$ cat src/rtl/MiniLab_defs.sv
// Shared definitions for the MiniLab bitmap display path: field widths,
// the command scheduler state encoding and the queued command entry layout.
package MiniLab_defs;

    localparam int BMP_X_W     = 10;
    localparam int BMP_Y_W     = 9;
    localparam int BMP_CMD_W   = 8;
    localparam int BMP_ENTRY_W = BMP_X_W + BMP_Y_W + BMP_CMD_W;

    // Cycles spent in S_WAIT_ACK before a command that never made the
    // display busy is treated as complete.
    localparam int ACK_TIMEOUT = 4;

    typedef enum logic [2:0] {
        S_IDLE,
        S_LD_X,
        S_LD_Y,
        S_ISSUE,
        S_WAIT_ACK,
        S_WAIT_DONE
    } bmp_sched_state_t;

    // One queued display command, X in the top bits.
    typedef struct packed {
        logic [BMP_X_W-1:0]   x;
        logic [BMP_Y_W-1:0]   y;
        logic [BMP_CMD_W-1:0] cmd;
    } bmp_entry_t;

endpackage

$ cat src/rtl/bmp_cmd_fifo.sv
// Circular command queue for the bitmap scheduler. The head entry is
// presented combinationally on dout; a push into a full queue is accepted
// only when a pop happens on the same edge.
module bmp_cmd_fifo
    import MiniLab_defs::*;
#(
    parameter int DEPTH = 4
) (
    input  logic                   clk,
    input  logic                   rst,
    input  logic                   push,
    input  logic [BMP_ENTRY_W-1:0] din,
    input  logic                   pop,
    output logic [BMP_ENTRY_W-1:0] dout,
    output logic                   full,
    output logic                   empty,
    output logic [$clog2(DEPTH):0] level
);

    localparam int          AW       = $clog2(DEPTH);
    localparam logic [AW:0] FULL_LVL = (AW + 1)'(DEPTH);

    logic [BMP_ENTRY_W-1:0] mem [DEPTH];
    logic [AW-1:0]          wr_ptr;
    logic [AW-1:0]          rd_ptr;
    logic [AW:0]            count;
    logic                   push_ok;
    logic                   pop_ok;

    assign pop_ok  = pop && !empty;
    assign push_ok = push && (!full || pop_ok);
    assign full    = (count == FULL_LVL);
    assign empty   = (count == '0);
    assign level   = count;
    assign dout    = mem[rd_ptr];

    // Pointer and occupancy bookkeeping; pointers wrap since DEPTH is a power of 2.
    always_ff @(posedge clk or posedge rst) begin
        if (rst) begin
            wr_ptr <= '0;
            rd_ptr <= '0;
            count  <= '0;
        end else begin
            // NOTE: state is updated with <= so every register samples the
            // pre-edge values regardless of statement order.
            if (push_ok) wr_ptr <= wr_ptr + 1'b1;
            if (pop_ok)  rd_ptr <= rd_ptr + 1'b1;
            case ({push_ok, pop_ok})
                2'b10:   count <= count + 1'b1;
                2'b01:   count <= count - 1'b1;
                default: count <= count;
            endcase
        end
    end

    // Entry storage.
    // NOTE: the array has no reset; cleared pointers make stale contents
    // unreachable, and leaving it unreset lets it map onto plain RAM/flops.
    always_ff @(posedge clk) begin
        if (push_ok) mem[wr_ptr] <= din;
    end

endmodule

$ cat src/rtl/bmp_cmd_sched.sv
// Bitmap display command scheduler: stages X/Y from the host, queues
// {X, Y, cmd} entries and replays each one to the display as an X write,
// a Y write and a command write, then waits for the display to finish.
module bmp_cmd_sched
    import MiniLab_defs::*;
#(
    parameter int DEPTH = 4
) (
    input  logic                   clk,
    input  logic                   rst,
    input  logic                   x_wr,
    input  logic [BMP_X_W-1:0]     x_wdata,
    input  logic                   y_wr,
    input  logic [BMP_Y_W-1:0]     y_wdata,
    input  logic                   cmd_wr,
    input  logic [BMP_CMD_W-1:0]   cmd_wdata,
    input  logic                   clr_ovf,
    output logic                   q_full,
    output logic                   q_empty,
    output logic [$clog2(DEPTH):0] q_level,
    output logic                   busy,
    output logic                   overflow,
    output logic [BMP_X_W-1:0]     bmp_x_pos,
    output logic                   bmp_x_we,
    output logic [BMP_Y_W-1:0]     bmp_y_pos,
    output logic                   bmp_y_we,
    output logic [BMP_CMD_W-1:0]   bmp_cmd,
    output logic                   bmp_cmd_we,
    input  logic                   bmp_idle
);

    localparam logic [1:0] ACK_LAST = 2'(ACK_TIMEOUT - 1);

    bmp_sched_state_t state;
    bmp_sched_state_t state_nx;

    logic [BMP_X_W-1:0] stage_x;
    logic [BMP_Y_W-1:0] stage_y;
    bmp_entry_t         push_ent;
    bmp_entry_t         head_ent;
    bmp_entry_t         hold_ent;
    logic               pop_go;
    logic               drop;
    logic [1:0]         ack_cnt;
    logic               ovf_q;
    logic               x_we_q;
    logic               y_we_q;
    logic               cmd_we_q;

    // Same-cycle host writes bypass the staging registers into the push.
    assign push_ent = {(x_wr ? x_wdata : stage_x),
                       (y_wr ? y_wdata : stage_y),
                       cmd_wdata};

    // The head leaves the queue only from S_IDLE with a free display.
    assign pop_go = (state == S_IDLE) && !q_empty && bmp_idle;
    assign drop   = cmd_wr && q_full && !pop_go;

    bmp_cmd_fifo #(
        .DEPTH (DEPTH)
    ) u_fifo (
        .clk   (clk),
        .rst   (rst),
        .push  (cmd_wr),
        .din   (push_ent),
        .pop   (pop_go),
        .dout  (head_ent),
        .full  (q_full),
        .empty (q_empty),
        .level (q_level)
    );

    // Staging registers hold the last host-written X and Y.
    always_ff @(posedge clk or posedge rst) begin
        if (rst) begin
            stage_x <= '0;
            stage_y <= '0;
        end else begin
            if (x_wr) stage_x <= x_wdata;
            if (y_wr) stage_y <= y_wdata;
        end
    end

    // Sticky overflow: a dropped push outranks a clear on the same edge.
    always_ff @(posedge clk or posedge rst) begin
        if (rst) begin
            ovf_q <= 1'b0;
        end else if (drop) begin
            ovf_q <= 1'b1;
        end else if (clr_ovf) begin
            ovf_q <= 1'b0;
        end
    end

    // Scheduler state register.
    always_ff @(posedge clk or posedge rst) begin
        if (rst) state <= S_IDLE;
        else     state <= state_nx;
    end

    // Counts cycles spent waiting for the display to acknowledge a command.
    always_ff @(posedge clk or posedge rst) begin
        if (rst) begin
            ack_cnt <= '0;
        end else if (state == S_WAIT_ACK) begin
            ack_cnt <= ack_cnt + 1'b1;
        end else begin
            ack_cnt <= '0;
        end
    end

    // Next-state decode for one X / Y / command replay.
    always_comb begin
        // NOTE: defaulting the target first keeps every path assigned, so no
        // latch is inferred for states or conditions that do not move.
        state_nx = state;
        case (state)
            S_IDLE:      if (pop_go) state_nx = S_LD_X;
            S_LD_X:      state_nx = S_LD_Y;
            S_LD_Y:      state_nx = S_ISSUE;
            S_ISSUE:     state_nx = S_WAIT_ACK;
            S_WAIT_ACK: begin
                if (!bmp_idle)                state_nx = S_WAIT_DONE;
                else if (ack_cnt == ACK_LAST) state_nx = S_IDLE;
            end
            S_WAIT_DONE: if (bmp_idle) state_nx = S_IDLE;
            default:     state_nx = S_IDLE;
        endcase
    end

    // Hold registers capture the head entry as it is popped.
    always_ff @(posedge clk or posedge rst) begin
        if (rst)         hold_ent <= '0;
        else if (pop_go) hold_ent <= head_ent;
    end

    // Strobes are registered from the next state so each one is high for
    // exactly the cycle its load state occupies.
    always_ff @(posedge clk or posedge rst) begin
        if (rst) begin
            x_we_q   <= 1'b0;
            y_we_q   <= 1'b0;
            cmd_we_q <= 1'b0;
        end else begin
            x_we_q   <= (state_nx == S_LD_X);
            y_we_q   <= (state_nx == S_LD_Y);
            cmd_we_q <= (state_nx == S_ISSUE);
        end
    end

    assign busy       = (state != S_IDLE) || !q_empty;
    assign overflow   = ovf_q;
    assign bmp_x_pos  = hold_ent.x;
    assign bmp_y_pos  = hold_ent.y;
    assign bmp_cmd    = hold_ent.cmd;
    assign bmp_x_we   = x_we_q;
    assign bmp_y_we   = y_we_q;
    assign bmp_cmd_we = cmd_we_q;

endmodule

$ cat config.mk
export PLATFORM = sky130hd
export DESIGN_NAME = bmp_cmd_sched
export DESIGN_NICKNAME = d
export VERILOG_FILES = /design/src/rtl/MiniLab_defs.sv /design/src/rtl/bmp_cmd_fifo.sv /design/src/rtl/bmp_cmd_sched.sv
export SDC_FILE = /design/constraint.sdc
export NUM_CORES = 1
export LEC_CHECK = 0
export ABC_AREA = 1
export BUFFER_PORTS_ARGS = -buffer_cell sky130_fd_sc_hd__clkbuf_2
export CAP_MARGIN = 20
export CORE_MARGIN = 3
export CORE_UTILIZATION = 35
export DETAILED_ROUTE_END_ITERATION = 10
export MAX_ROUTING_LAYER = met4
export PLACE_DENSITY_LB_ADDON = 0.25
export SKIP_LAST_GASP = 1
export SYNTH_ARGS = -nofsm -noshare
export SYNTH_HDL_FRONTEND = slang
export SYNTH_SLANG_ARGS = --single-unit
export TNS_END_PERCENT = 50
$ cat constraint.sdc
create_clock -name clk -period 5.1 [get_ports clk]
set_input_delay 1.53 -clock clk [delete_from_list [all_inputs] [get_ports clk]]
set_output_delay 1.53 -clock clk [all_outputs]
set_load 0.02 [all_outputs]
# Word-level counts from Yosys, hierarchy flattened
# Memory sizes are Yosys's and may differ from the RTL's. A register that Yosys moved wholly into a read port is not among the register bits.
# Index checks and enable logic that the tools add are counted.
dict set report totals {
  ff_bits 35
  mem_count 1
  mem_bits_rw 108
}
dict set report classes {
  n_reduce_logical 16
  muxes 13
  n_eq_ne 12
  add_sub_neg 5
}
# name depth width rd rd_clocked_by_memory_dff wr line_no
set mem_list {}
lappend mem_list {u_fifo.mem 4 27 1 1 1 bmp_cmd_fifo.sv:23} ;# logic [BMP_ENTRY_W-1:0] mem [DEPTH];
# op n
set op_table {}
lappend op_table {{case mux 3 bit (6 select lines)} 1}
lappend op_table {{== test 3 x 2 -> 1 bit, second input constant} 4}
lappend op_table {{2-to-1 mux 3 bit} 4}
lappend op_table {{2-to-1 mux 10 bit} 1}
lappend op_table {{== test 3 bit, second input constant} 3}
lappend op_table {{2-to-1 mux 9 bit} 1}
lappend op_table {{adder 2 x 1 -> 2 bit, second input constant} 3}
lappend op_table {{== test 3 x 1 -> 1 bit, second input constant} 2}
lappend op_table {{logical AND 1 bit} 6}
lappend op_table {{zero test 3 bit} 2}
lappend op_table {{case mux 3 bit (2 select lines)} 1}
lappend op_table {{== test 2 bit, second input constant} 2}
lappend op_table {{2-to-1 mux 1 bit} 4}
lappend op_table {{nonzero test 2 bit} 2}
lappend op_table {{adder 3 x 1 -> 3 bit, second input constant} 1}
lappend op_table {{zero test 1 bit} 3}
lappend op_table {{nonzero test 3 bit} 1}
lappend op_table {{subtractor 3 x 1 -> 3 bit, second input constant} 1}
lappend op_table {{== test 2 x 1 -> 1 bit, second input constant} 1}
lappend op_table {{logical OR 1 bit} 2}
lappend op_table {{2-to-1 mux 2 bit} 1}

# Depth between registers and ports, before layout
# Gate-level depths: netlist (run 1).
dict set report logic_depth {
  ltp_word 9
  mapped_depth 11
  mapped_depth_nobuf 11
}

# Modules after synthesis
# Synthesis (run 1) repeated with hierarchy kept, for this count alone.
dict set report unflattened {
  cells_unflattened 553
  hier_area_um2 6792.8
}
# module n_inst cells_each seq_area_each_um2 area_each_um2
set by_module_without_submodules {}
lappend by_module_without_submodules {bmp_cmd_fifo 1 352 3418.3 4553.1}
lappend by_module_without_submodules {bmp_cmd_sched 1 201 1376.3 2239.6}

# Worst setup path after synthesis (run 1)
# Ideal clock, no wire load.
dict set report synth_path {
  kind {input -> register}
  from {input port bmp_idle}
  to {memory u_fifo.mem[0][0] (netlist bit), enable pin}
  cell_stages 4
  path_slack_ns 1.629
  required_ns 4.689
  arrival_time_ns 3.060
  cell_sequence {nand3_2 nand2_1 nand2_1 nor2_1}
}
dict set report synth_between {
  elab_chain_len 6
}
# element line_no
set synth_rtl {}
lappend synth_rtl {{from (decl)} bmp_cmd_sched.sv:29} ;# input logic bmp_idle
lappend synth_rtl {{logical AND 1 bit} bmp_cmd_sched.sv:56} ;# assign pop_go = (state == S_IDLE) && !q_empty && bmp_idle;
lappend synth_rtl {{logical AND 1 bit} bmp_cmd_fifo.sv:30} ;# assign pop_ok = pop && !empty;
lappend synth_rtl {{logical OR 1 bit} bmp_cmd_fifo.sv:31} ;# assign push_ok = push && (!full || pop_ok);
lappend synth_rtl {{logical AND 1 bit} bmp_cmd_fifo.sv:31}
lappend synth_rtl {{2-to-1 mux 1 bit} bmp_cmd_fifo.sv:60} ;# if (push_ok) mem[wr_ptr] <= din;
lappend synth_rtl {{2-to-1 mux 1 bit (not written as such)} bmp_cmd_fifo.sv:60}
lappend synth_rtl {{to (decl)} bmp_cmd_fifo.sv:23}
# Every way passes these cells.

# Worst setup path in the final report (run 1)
dict set report layout_path {
  from {input port bmp_idle}
  to {register u_fifo.count[2], in the netlist u_fifo.level[2]}
}
dict set report layout_between {
  elab_chain_len 6
}
# element line_no
set layout_rtl {}
lappend layout_rtl {{logical AND 1 bit *} bmp_cmd_sched.sv:56}
lappend layout_rtl {{logical AND 1 bit *} bmp_cmd_fifo.sv:30}
lappend layout_rtl {{logical OR 1 bit} bmp_cmd_fifo.sv:31}
lappend layout_rtl {{logical AND 1 bit} bmp_cmd_fifo.sv:31}
lappend layout_rtl {{== test 2 x 1 -> 1 bit or == test 2 bit (tied branches)} bmp_cmd_fifo.sv:48} ;# case ({push_ok, pop_ok})
lappend layout_rtl {{case mux 3 bit (2 select lines) or nonzero test 2 bit (tied branches)} --}
lappend layout_rtl {{to (signal assigned)} bmp_cmd_fifo.sv:49} ;# 2'b10: count <= count + 1'b1;
lappend layout_rtl {{to (signal assigned)} bmp_cmd_fifo.sv:50} ;# 2'b01: count <= count - 1'b1;
lappend layout_rtl {{to (signal assigned)} bmp_cmd_fifo.sv:51} ;# default: count <= count;
lappend layout_rtl {{to (decl)} bmp_cmd_fifo.sv:26} ;# logic [AW:0] count;
# Every way passes the cells marked *; elsewhere a longest branch is shown, timed or not.
# A chain may end at the register's enable or synchronous reset.

==> impl_summary.txt, run 1 <==
----------------------------------------------------
[Floorplan]
  Core Area ... 19000 um^2
  I/O pin total ... 71
  Number of placement rows ... 50
  Area enclosed by the die boundary ... 21400 um^2
  Starting density of the core ... 0.362
  DIE WIDTH ... 146 um
  Y dimension of the die ... 146 um

[Placed design]
  Detail Placement HPWL ... 8.29 mm
  Count of buffers from port buffering ... 70
  Final weighted congestion in routability-driven placement ... 0.764

[Final layout]
  Final Net Count ... 750
  Ratio of cells with drive above 1 in the final layout ... 0.190
  Fillers ... 1819
  Diodes inserted ... 0
  Multi-input gate area ... 1720 um^2
  Syn-to-layout area delta ... 17.4%
  Area taken by flip-flops and latches ... 4800 um^2

[Clock tree]
  Setup repair bufs after CTS ... 0
  Root cell of the clock tree ... clkbuf_16
  Deepest clock path buffer count ... 2
  CTS tree ... yes
  Insertion delay of the later-clocked pin in the worst-skew pair ... 0.43 ns
  Clk sinks ... 170
  Number of buffers created by CTS ... 17
  Number of gates given a new drive strength after cts ... 0
  H-tree depth ... 4
  Hold buffer count at CTS ... 0
  Reg clk slew, reported paths ... 0.06 ns

[Power]
  Part of the total power dissipated in combinational logic ... 0.296
  Worst ir drop on vdd ... 0.268 mV
  Final total power ... 4670 uW
  Switching power share of the total ... 0.360
  Proportion of power drawn by the clock network ... 0.264
  Int Pwr ... 2990 uW
  Reported net switching power ... 1680 uW
  Power per Cell Area ... 576 nW/um^2
  Leak Pwr ... 0.00377 uW
  Sequential Power Share ... 0.440

[Global routing]
  Global route overflow ... 0
  Met3 Use GR ... 0.0360
  Met2 track demand over resource in global routing ... 0.212
  Maximum number of pins on one net before global-route repair ... 58
  GRT Overall Usage ... 0.139
  Antenna violations before repair ... 0
  Layer with the highest usage ... met2
  Met1 Usage GRT ... 0.177
  Wire length of the first global-routing pass ... 22.4 mm
  Via count of the first global-routing pass ... 4342

[Min path]
  Hold Path Stages ... 1
  Class of the worst hold path ... flop to flop

[Setup path]
  Critical path depth ... 10
  Worst R2R Path Depth ... 11
  Worst Path Max Fanout ... 7
  Ordered cell list for the critical path ... clkbuf_2 > nand3_2 > nand2_1 > nand2_1 > ha_1 > inv_1 > fa_1 > or2_2 > nand2_1 > xor2_1
  CP max stage delay ... 0.37 ns
  Class of the most critical setup path ... input pin to flop
  Kind of end point of the critical path ... flop
  Arrival time of data at the critical path endpoint ... 3.38 ns
  Required arrival time at the worst endpoint ... 5.44 ns
  Slowest stage cell on the critical path ... fa_1
  Startpoint types ... input pin
  Number of buffers and inverters on the critical path ... 2
  Library cell appearing most often on the critical path ... nand2_1
  CP delay by family, top ... simple AND/OR/NAND/NOR gates

[Yosys]
  Simple logic cell fraction of the synthesized area ... 0.193
  Synthesized-area fraction occupied by xor and xnor cells ... 0.00381
  Sequential share of the synthesized area ... 0.696
  Adder-Cell Fraction of Synth Area ... 0.0138
  Synthesis Warnings ... 0
  Syn Inst Count ... 641
  Fraction of synthesized area in multiplexers ... 0.0310
  Compound-Gate Fraction of Synth Area ... 0.00399
  Post-Syn Area per Cell ... 10.8 um^2
  Syn_nets ... 682
  Post-synthesis cell area ... 6890 um^2
  Synth unique cells ... 24
  Combinational family with the most area after synthesis ... simple AND/OR/NAND/NOR gates
  Number of synthesized register bits ... 170

[Detailed routing]
  DRC violations left ... 0
  Wire per inst ... 14.1 um
  Total Wirelength ... 13.8 mm
  Antenna Nets Post-Route ... 0
  Via density per instance ... 4.42
  Total number of vias ... 4343
  DR pass1 iterations ... 4
  Starting DRC count in detailed routing ... 267

[Timing]
  Pin slew with the least headroom to its limit ... 1.07 ns
  Clk_skew ... 0.0117 ns
  Setup TNS ... 0 ns
  Clock period minus final worst setup slack ... 3.04 ns
  Final number of hold-violating endpoints ... 0
  Maximum clock frequency ... 0.329 GHz
  Setup repair after global routing missed its margin ... false
  Worst slew margin ... 0.289
  Slew Viols, Final ... 0
  Setup violators final ... 0
  Post-route clock period utilization ... 0.596

[Job]
  Max-capacitance violation count ... 0

[Outcome]
  Run status ... completed

----------------------------------------------------
[area by class of cell]
type | instances | share of cell area
clock buffer | 21 | 0.0569
clock inverter | 11 | 0.0138
inverter | 76 | 0.0352
multi-input combinational | 371 | 0.213
sequential | 170 | 0.592
tap | 260 | 0.0402
timing repair buffer | 73 | 0.0485
[power groups by stage]
stage	logic (uW)	registers [uW]	clock network (uW)
after floorplan	897	2130	0
after global placement	1320	2090	0
after detailed placement	1400	2080	0
after CTS	1410	2060	1270
after global routing	1580	2100	1320
final	1380	2050	1230
[stage by stage]
stage / hold WS [ns] / cell area [um^2] / std cells / util / worst slack (ns)
global route: 0.469 / 8100 / 982 / 0.426 / 1.92
detailed placement: 0.430 / 7520 / 950 / 0.396 / 1.61
finish: 0.434 / 8100 / 982 / 0.426 / 2.06
global placement: 0.419 / 7500 / 949 / 0.394 / 1.65
floorplan: 0.409 / 6890 / 641 / - / 1.63
CTS: 0.439 / 8100 / 982 / 0.426 / 2.05
[worst paths after layout]
path	from	to	slack, ns
min	ack_cnt[0]	ack_cnt[0]	0.43
min reg2reg	ack_cnt[0]	ack_cnt[0]	0.43
min in group asynchronous	rst	stage_x[5]	1.18
max	bmp_idle	u_fifo.level[2]	2.06
max in group asynchronous	rst	u_fifo.rd_ptr[0]	2.98
max reg2reg	u_fifo.level[1]	u_fifo.level[2]	2.61
[cell usage in the layout (no fill, tap or decap), types with 3 or more instances in the layout]
cell type	n
nor3_1	3
clkbuf_16	17
mux2_2	19
inv_2	5
nand3_1	33
ha_1	6
o21ai_0	3
inv_6	3
inv_1	71
clkbuf_2	70
dfrtp_1	61
nor2_4	5
nor2_1	5
nand2_1	287
edfxtp_1	108
[state kept, by name (all words and copies together) (netlist names), 2 cells and up]
name / cells
u_fifo.mem: 108
bmp_x_pos: 10
stage_x: 10
bmp_y_pos: 9
stage_y: 9
bmp_cmd: 8
state: 3
u_fifo.level: 3
ack_cnt: 2
u_fifo.rd_ptr: 2
u_fifo.wr_ptr: 2
[Yosys cell counts (all sizes together)]
cell	n	area share
a21oi	1	0.00073
edfxtp	108	0.47
xnor2	1	0.0013
buf	15	0.012
nor2	12	0.0083
fa	1	0.0029
nand3	34	0.025
nand2	287	0.16
ha	6	0.011
nor3	3	0.0022
or2	1	0.00091
mux2	19	0.031
o21ai	3	0.0022
xor2	2	0.0025
dfrtp	62	0.23
o21bai	1	0.0011
inv	76	0.041
clkbuf	9	0.0049
[worst register-to-register path, stage by stage, from the launching register on]
cell	delay, ns
dfrtp_1	0.40
inv_1	0.10
nand2_1	0.09
nor2_1	0.18
nand2_1	0.12
nand2_1	0.36
ha_1	0.23
inv_1	0.06
fa_1	0.37
or2_2	0.30
nand2_1	0.08
xor2_1	0.14
[kinds of logic (layout without fill, tap and decap cells)]
family	after synthesis	in the layout
AO/OA/AOI/OAI	5	5
XOR/XNOR	3	3
adder cells (fa/ha/maj)	7	7
buffers and inverters	100	181
flip-flops	170	170
multiplexers	19	19
AND/OR/NAND/NOR	337	337
[routing by layer]
| layer | share of wire | vias to the layer above | routed length, um |
|---|---|---|---|
| met3 | 0.055 | 22 | 760 |
| li1 | - | 2155 | - |
| met5 | 0 | - | 0 |
| met4 | 0.018 | 0 | 249 |
| met2 | 0.48 | 113 | 6700 |
| met1 | 0.44 | 2053 | 6130 |
Power figures use the tool's default switching activity.
==> run 2: changes to the inputs <==
--- a/config.mk
+++ b/config.mk
@@ -5,7 +5,7 @@
 export SDC_FILE = /design/constraint.sdc
 export NUM_CORES = 1
 export LEC_CHECK = 0
-export ABC_AREA = 1
+export ABC_AREA = 0
 export BUFFER_PORTS_ARGS = -buffer_cell sky130_fd_sc_hd__clkbuf_2
 export CAP_MARGIN = 20
 export CORE_MARGIN = 3
==> constraint.sdc (replaced) <==
create_clock -name clk -period 2.7 [get_ports clk]
set_input_delay 0.81 -clock clk [delete_from_list [all_inputs] [get_ports clk]]
set_output_delay 0.81 -clock clk [all_outputs]
set_load 0.02 [all_outputs]
==> impl_summary.txt, run 2 <==
----------------------------------------------------
[Timing]
  Clock period minus final worst setup slack ... 2.60 ns
  Setup repair after global routing missed its margin ... false
  Pin slew with the least headroom to its limit ... 0.794 ns (-0.272 ns)
  Slew Viols, Final ... 0 (unchanged)
  Post-route clock period utilization ... 0.963
  Maximum clock frequency ... 0.385 GHz
  Setup TNS ... 0 ns (unchanged)
  Final number of hold-violating endpoints ... 0 (unchanged)
  Worst slew margin ... 0.470 (+0.181)
  Setup violators final ... 0 (unchanged)
  Clk_skew ... 0.0107 ns (-0.00102 ns)

[Setup path]
  Number of buffers and inverters on the critical path ... 1 (-1)
  Worst Path Max Fanout ... 4 (-3)
  Setup slack of the most critical reg-to-reg path ... 0.43 ns (-2.18 ns)
  Arrival time of data at the critical path endpoint ... 1.79 ns (-1.59 ns)
  Timing startpoint of the critical path ... u_fifo.level[1]
  Slowest stage cell on the critical path ... dfrtp_1
  Ordered cell list for the critical path ... or3_4 > or4_1 > clkbuf_2
  Worst R2R Path Depth ... 8 (-3)
  Startpoint types ... flop
  Class of the most critical setup path ... flop to primary output
  Kind of end point of the critical path ... primary output
  Capture point of the worst reg-to-reg path ... u_fifo.level[2]
  Required arrival time at the worst endpoint ... 1.89 ns (-3.55 ns)
  CP delay by family, top ... simple AND/OR/NAND/NOR gates
  Startpoint of the most critical register-to-register path ... state[0]
  CP max stage delay ... 0.42 ns (+0.05 ns)

[Yosys]
  Syn Inst Count ... 307 (-52%)
  Fraction of registers with async set/reset ... 0.365 (unchanged)
  Cell types occupying the most area after synthesis ... edfxtp_1 (50%), dfrtp_1 (24%), mux4_2 (9.5%)
  Sequential share of the synthesized area ... 0.746 (+0.0504)
  Number of synthesized register bits ... 170 (unchanged)
  Post-Syn Area per Cell ... 20.9 um^2 (+95%)
  Dominant cell type by area after synthesis ... edfxtp_1
  Synth unique cells ... 34 (+42%)
  Area fraction of the dominant cell type after synthesis ... 0.505 (+0.0341)
  Post-synthesis cell area ... 6430 um^2 (-6.8%)
  Count leader, synth ... edfxtp_1
  Top post-synthesis cells by count ... edfxtp_1 (108), dfrtp_1 (62), mux2_2 (39), mux4_2 (27), inv_1 (9)
  Synthesis Warnings ... 0 (unchanged)
  EDFF count, synth ... 108 (unchanged)
  Syn_nets ... 348 (-49%)
  Top flip-flop cell by instance count after synthesis ... edfxtp_1

[Clock tree]
  Hold buffer count at CTS ... 0 (unchanged)
  Deepest clock path buffer count ... 2 (unchanged)
  Number of buffers created by CTS ... 17 (unchanged)
  Root cell of the clock tree ... clkbuf_16
  H-tree depth ... 4 (unchanged)
  Reg clk slew, reported paths ... 0.07 ns (about the same)
  Insertion delay of the later-clocked pin in the worst-skew pair ... 0.42 ns (about the same)
  Clk sinks ... 170 (unchanged)
  CTS tree ... yes

[Final layout]
  Diodes inserted ... 0 (unchanged)
  Post-Layout Inst Area ... 7830 um^2 (-3.3%)
  Top register by number of flip-flops ... u_fifo.mem
  Syn-to-layout area delta ... 21.8%
  Max FFs per register ... 108 (unchanged)
  Commonest non-fill, non-tap cell in the layout ... edfxtp_1
  Final Net Count ... 441 (-41%)
  Most frequent cells in the layout ... edfxtp_1 (108), clkbuf_2 (70), dfrtp_1 (60)
  Final Core Density ... 0.443 (+0.0176)
  Fillers ... 1567 (-14%)
  Ratio of cells with drive above 1 in the final layout ... 0.496 (+0.307)

[Floorplan]
  Core Area ... 17700 um^2 (-7.2%)
  Number of placement rows ... 48 (-4.0%)
  Area enclosed by the die boundary ... 20000 um^2 (-6.5%)
  Starting density of the core ... 0.364 (+0.00158)
  Y dimension of the die ... 142 um (-3.3%)
  I/O pin total ... 71 (unchanged)
  DIE WIDTH ... 142 um (-3.3%)

[Outcome]
  Run status ... completed

[Job]
  Max-capacitance violation count ... 0 (unchanged)

[Placed design]
  Detail Placement HPWL ... 7.43 mm (-10%)
  Final weighted congestion in routability-driven placement ... 0.721 (-5.7%)
  Placed Area ... 7230 um^2 (-4.0%)
  Count of buffers from port buffering ... 70 (unchanged)

[Min path]
  Launch point of the worst hold path ... ack_cnt[0]
  Class of the worst hold path ... flop to flop
  End of the worst hold path ... ack_cnt[0]
  Hold Path Stages ... 1 (unchanged)

[Power]
  Int Pwr ... 6200 uW (+110%)
  Reported net switching power ... 2710 uW (+62%)
  Part of the total power dissipated in combinational logic ... 0.287 (-0.009)
  Worst ir drop on vdd ... 0.502 mV (+88%)
  Leak Pwr ... 0.00299 uW (-21%)
  Switching power share of the total ... 0.304 (-0.0558)
  Proportion of power drawn by the clock network ... 0.270 (+0.006)
  Final total power ... 8920 uW (+91%)
  Sequential Power Share ... 0.444 (+0.004)
  Power per Cell Area ... 1140 nW/um^2 (+98%)

[Detailed routing]
  Total Wirelength ... 11.8 mm (-15%)
  Total number of vias ... 3022 (-30%)
  DRC violations left ... 0 (unchanged)
  Starting DRC count in detailed routing ... 260 (-2.6%)
  Wire per inst ... 18.5 um (+32%)
  DR pass1 iterations ... 5 (+1)
  Antenna Nets Post-Route ... 0 (unchanged)
  Via density per instance ... 4.74 (+7.1%)

[Global routing]
  GRT Overall Usage ... 0.131 (-0.00750)
  Antenna violations before repair ... 0 (unchanged)
  Via count of the first global-routing pass ... 3326 (-23%)
  Global route overflow ... 0 (unchanged)
  Wire length of the first global-routing pass ... 18.9 mm (-15%)
  Maximum number of pins on one net before global-route repair ... 29 (-50%)

----------------------------------------------------
[run 2: cell types whose count changed after synthesis, moves of 4 or more]
cell | before | now
buf_2 | 11 | 3
and2_1 | 0 | 4
mux4_2 | 0 | 27
inv_2 | 4 | 0
clkbuf_1 | 9 | 5
mux2_4 | 0 | 8
nand2_1 | 287 | 1
mux2_2 | 19 | 39
nand3_1 | 33 | 1
nor3b_1 | 0 | 5
nor2_1 | 9 | 3
inv_1 | 72 | 9
[run 2: repair_timing]
action,in CTS,in global routing
setup endpoints to repair,0,1
gates resized for setup,0,1
buffers inserted,0,1
[run 2: worst max path at each step]
stage,end,slack [ns],cells after the start
3_3_place_gp,bmp_x_pos[0],0.09,5
5_1_grt,busy,0.03,3
6_report,busy,0.10,3
2_1_floorplan,u_fifo.level[2],0.01,10
3_5_place_dp,u_fifo.level[2],0.05,9
4_1_cts,busy,0.03,3
[run 2: metrics by stage]
step           setup slack (ns)  std cells  hold slack, ns
2_1_floorplan           0.00991        307           0.415
3_3_place_gp             0.0907        605           0.430
3_5_place_dp             0.0539        605           0.441
4_1_cts                  0.0256        637           0.449
5_1_grt                  0.0260        638           0.466
6_report                  0.100        638           0.445
[run 2: layer usage]
metal | track usage | share of wire | wire [um]
met4 | 0.0545 | 0.018 | 211
met2 | 0.207 | 0.50 | 5940
met5 | - | 0 | 0
met1 | 0.164 | 0.45 | 5280
met3 | 0.0324 | 0.032 | 384
[run 2: cell type report]
type                            count  area [um^2]  area share
Clock buffer                       17          425      0.0544
Clock inverter                     15          163      0.0208
Inverter                            9         33.8     0.00432
Multi-Input combinational cell    115         1540       0.196
Sequential cell                   170         4800       0.613
Tap cell                          225          282      0.0360
Timing Repair Buffer               87          591      0.0755
[run 2: power groups by stage]
stage	Sequential, uW	Clock (uW)	Combinational, uW
after floorplan	4090	0	1600
after global placement	4000	0	2550
after detailed placement	4040	0	2590
after CTS	3980	2470	2610
after global routing	4050	2600	2770
final	3960	2400	2560
[run 2: logic make-up (layout without fill, tap and decap cells)]
kind of cell               Yosys count  in the layout  synth area share
and+or+nand+nor                     20             20            0.0206
xor gates and xnor gates             7              7           0.00954
DFF                                170            170             0.746
AOI/OAI and AO/OA                    6              6           0.00681
muxes                               75             75             0.183
buffers and inverters               22            128            0.0191
adders and majority gates            7              7            0.0148
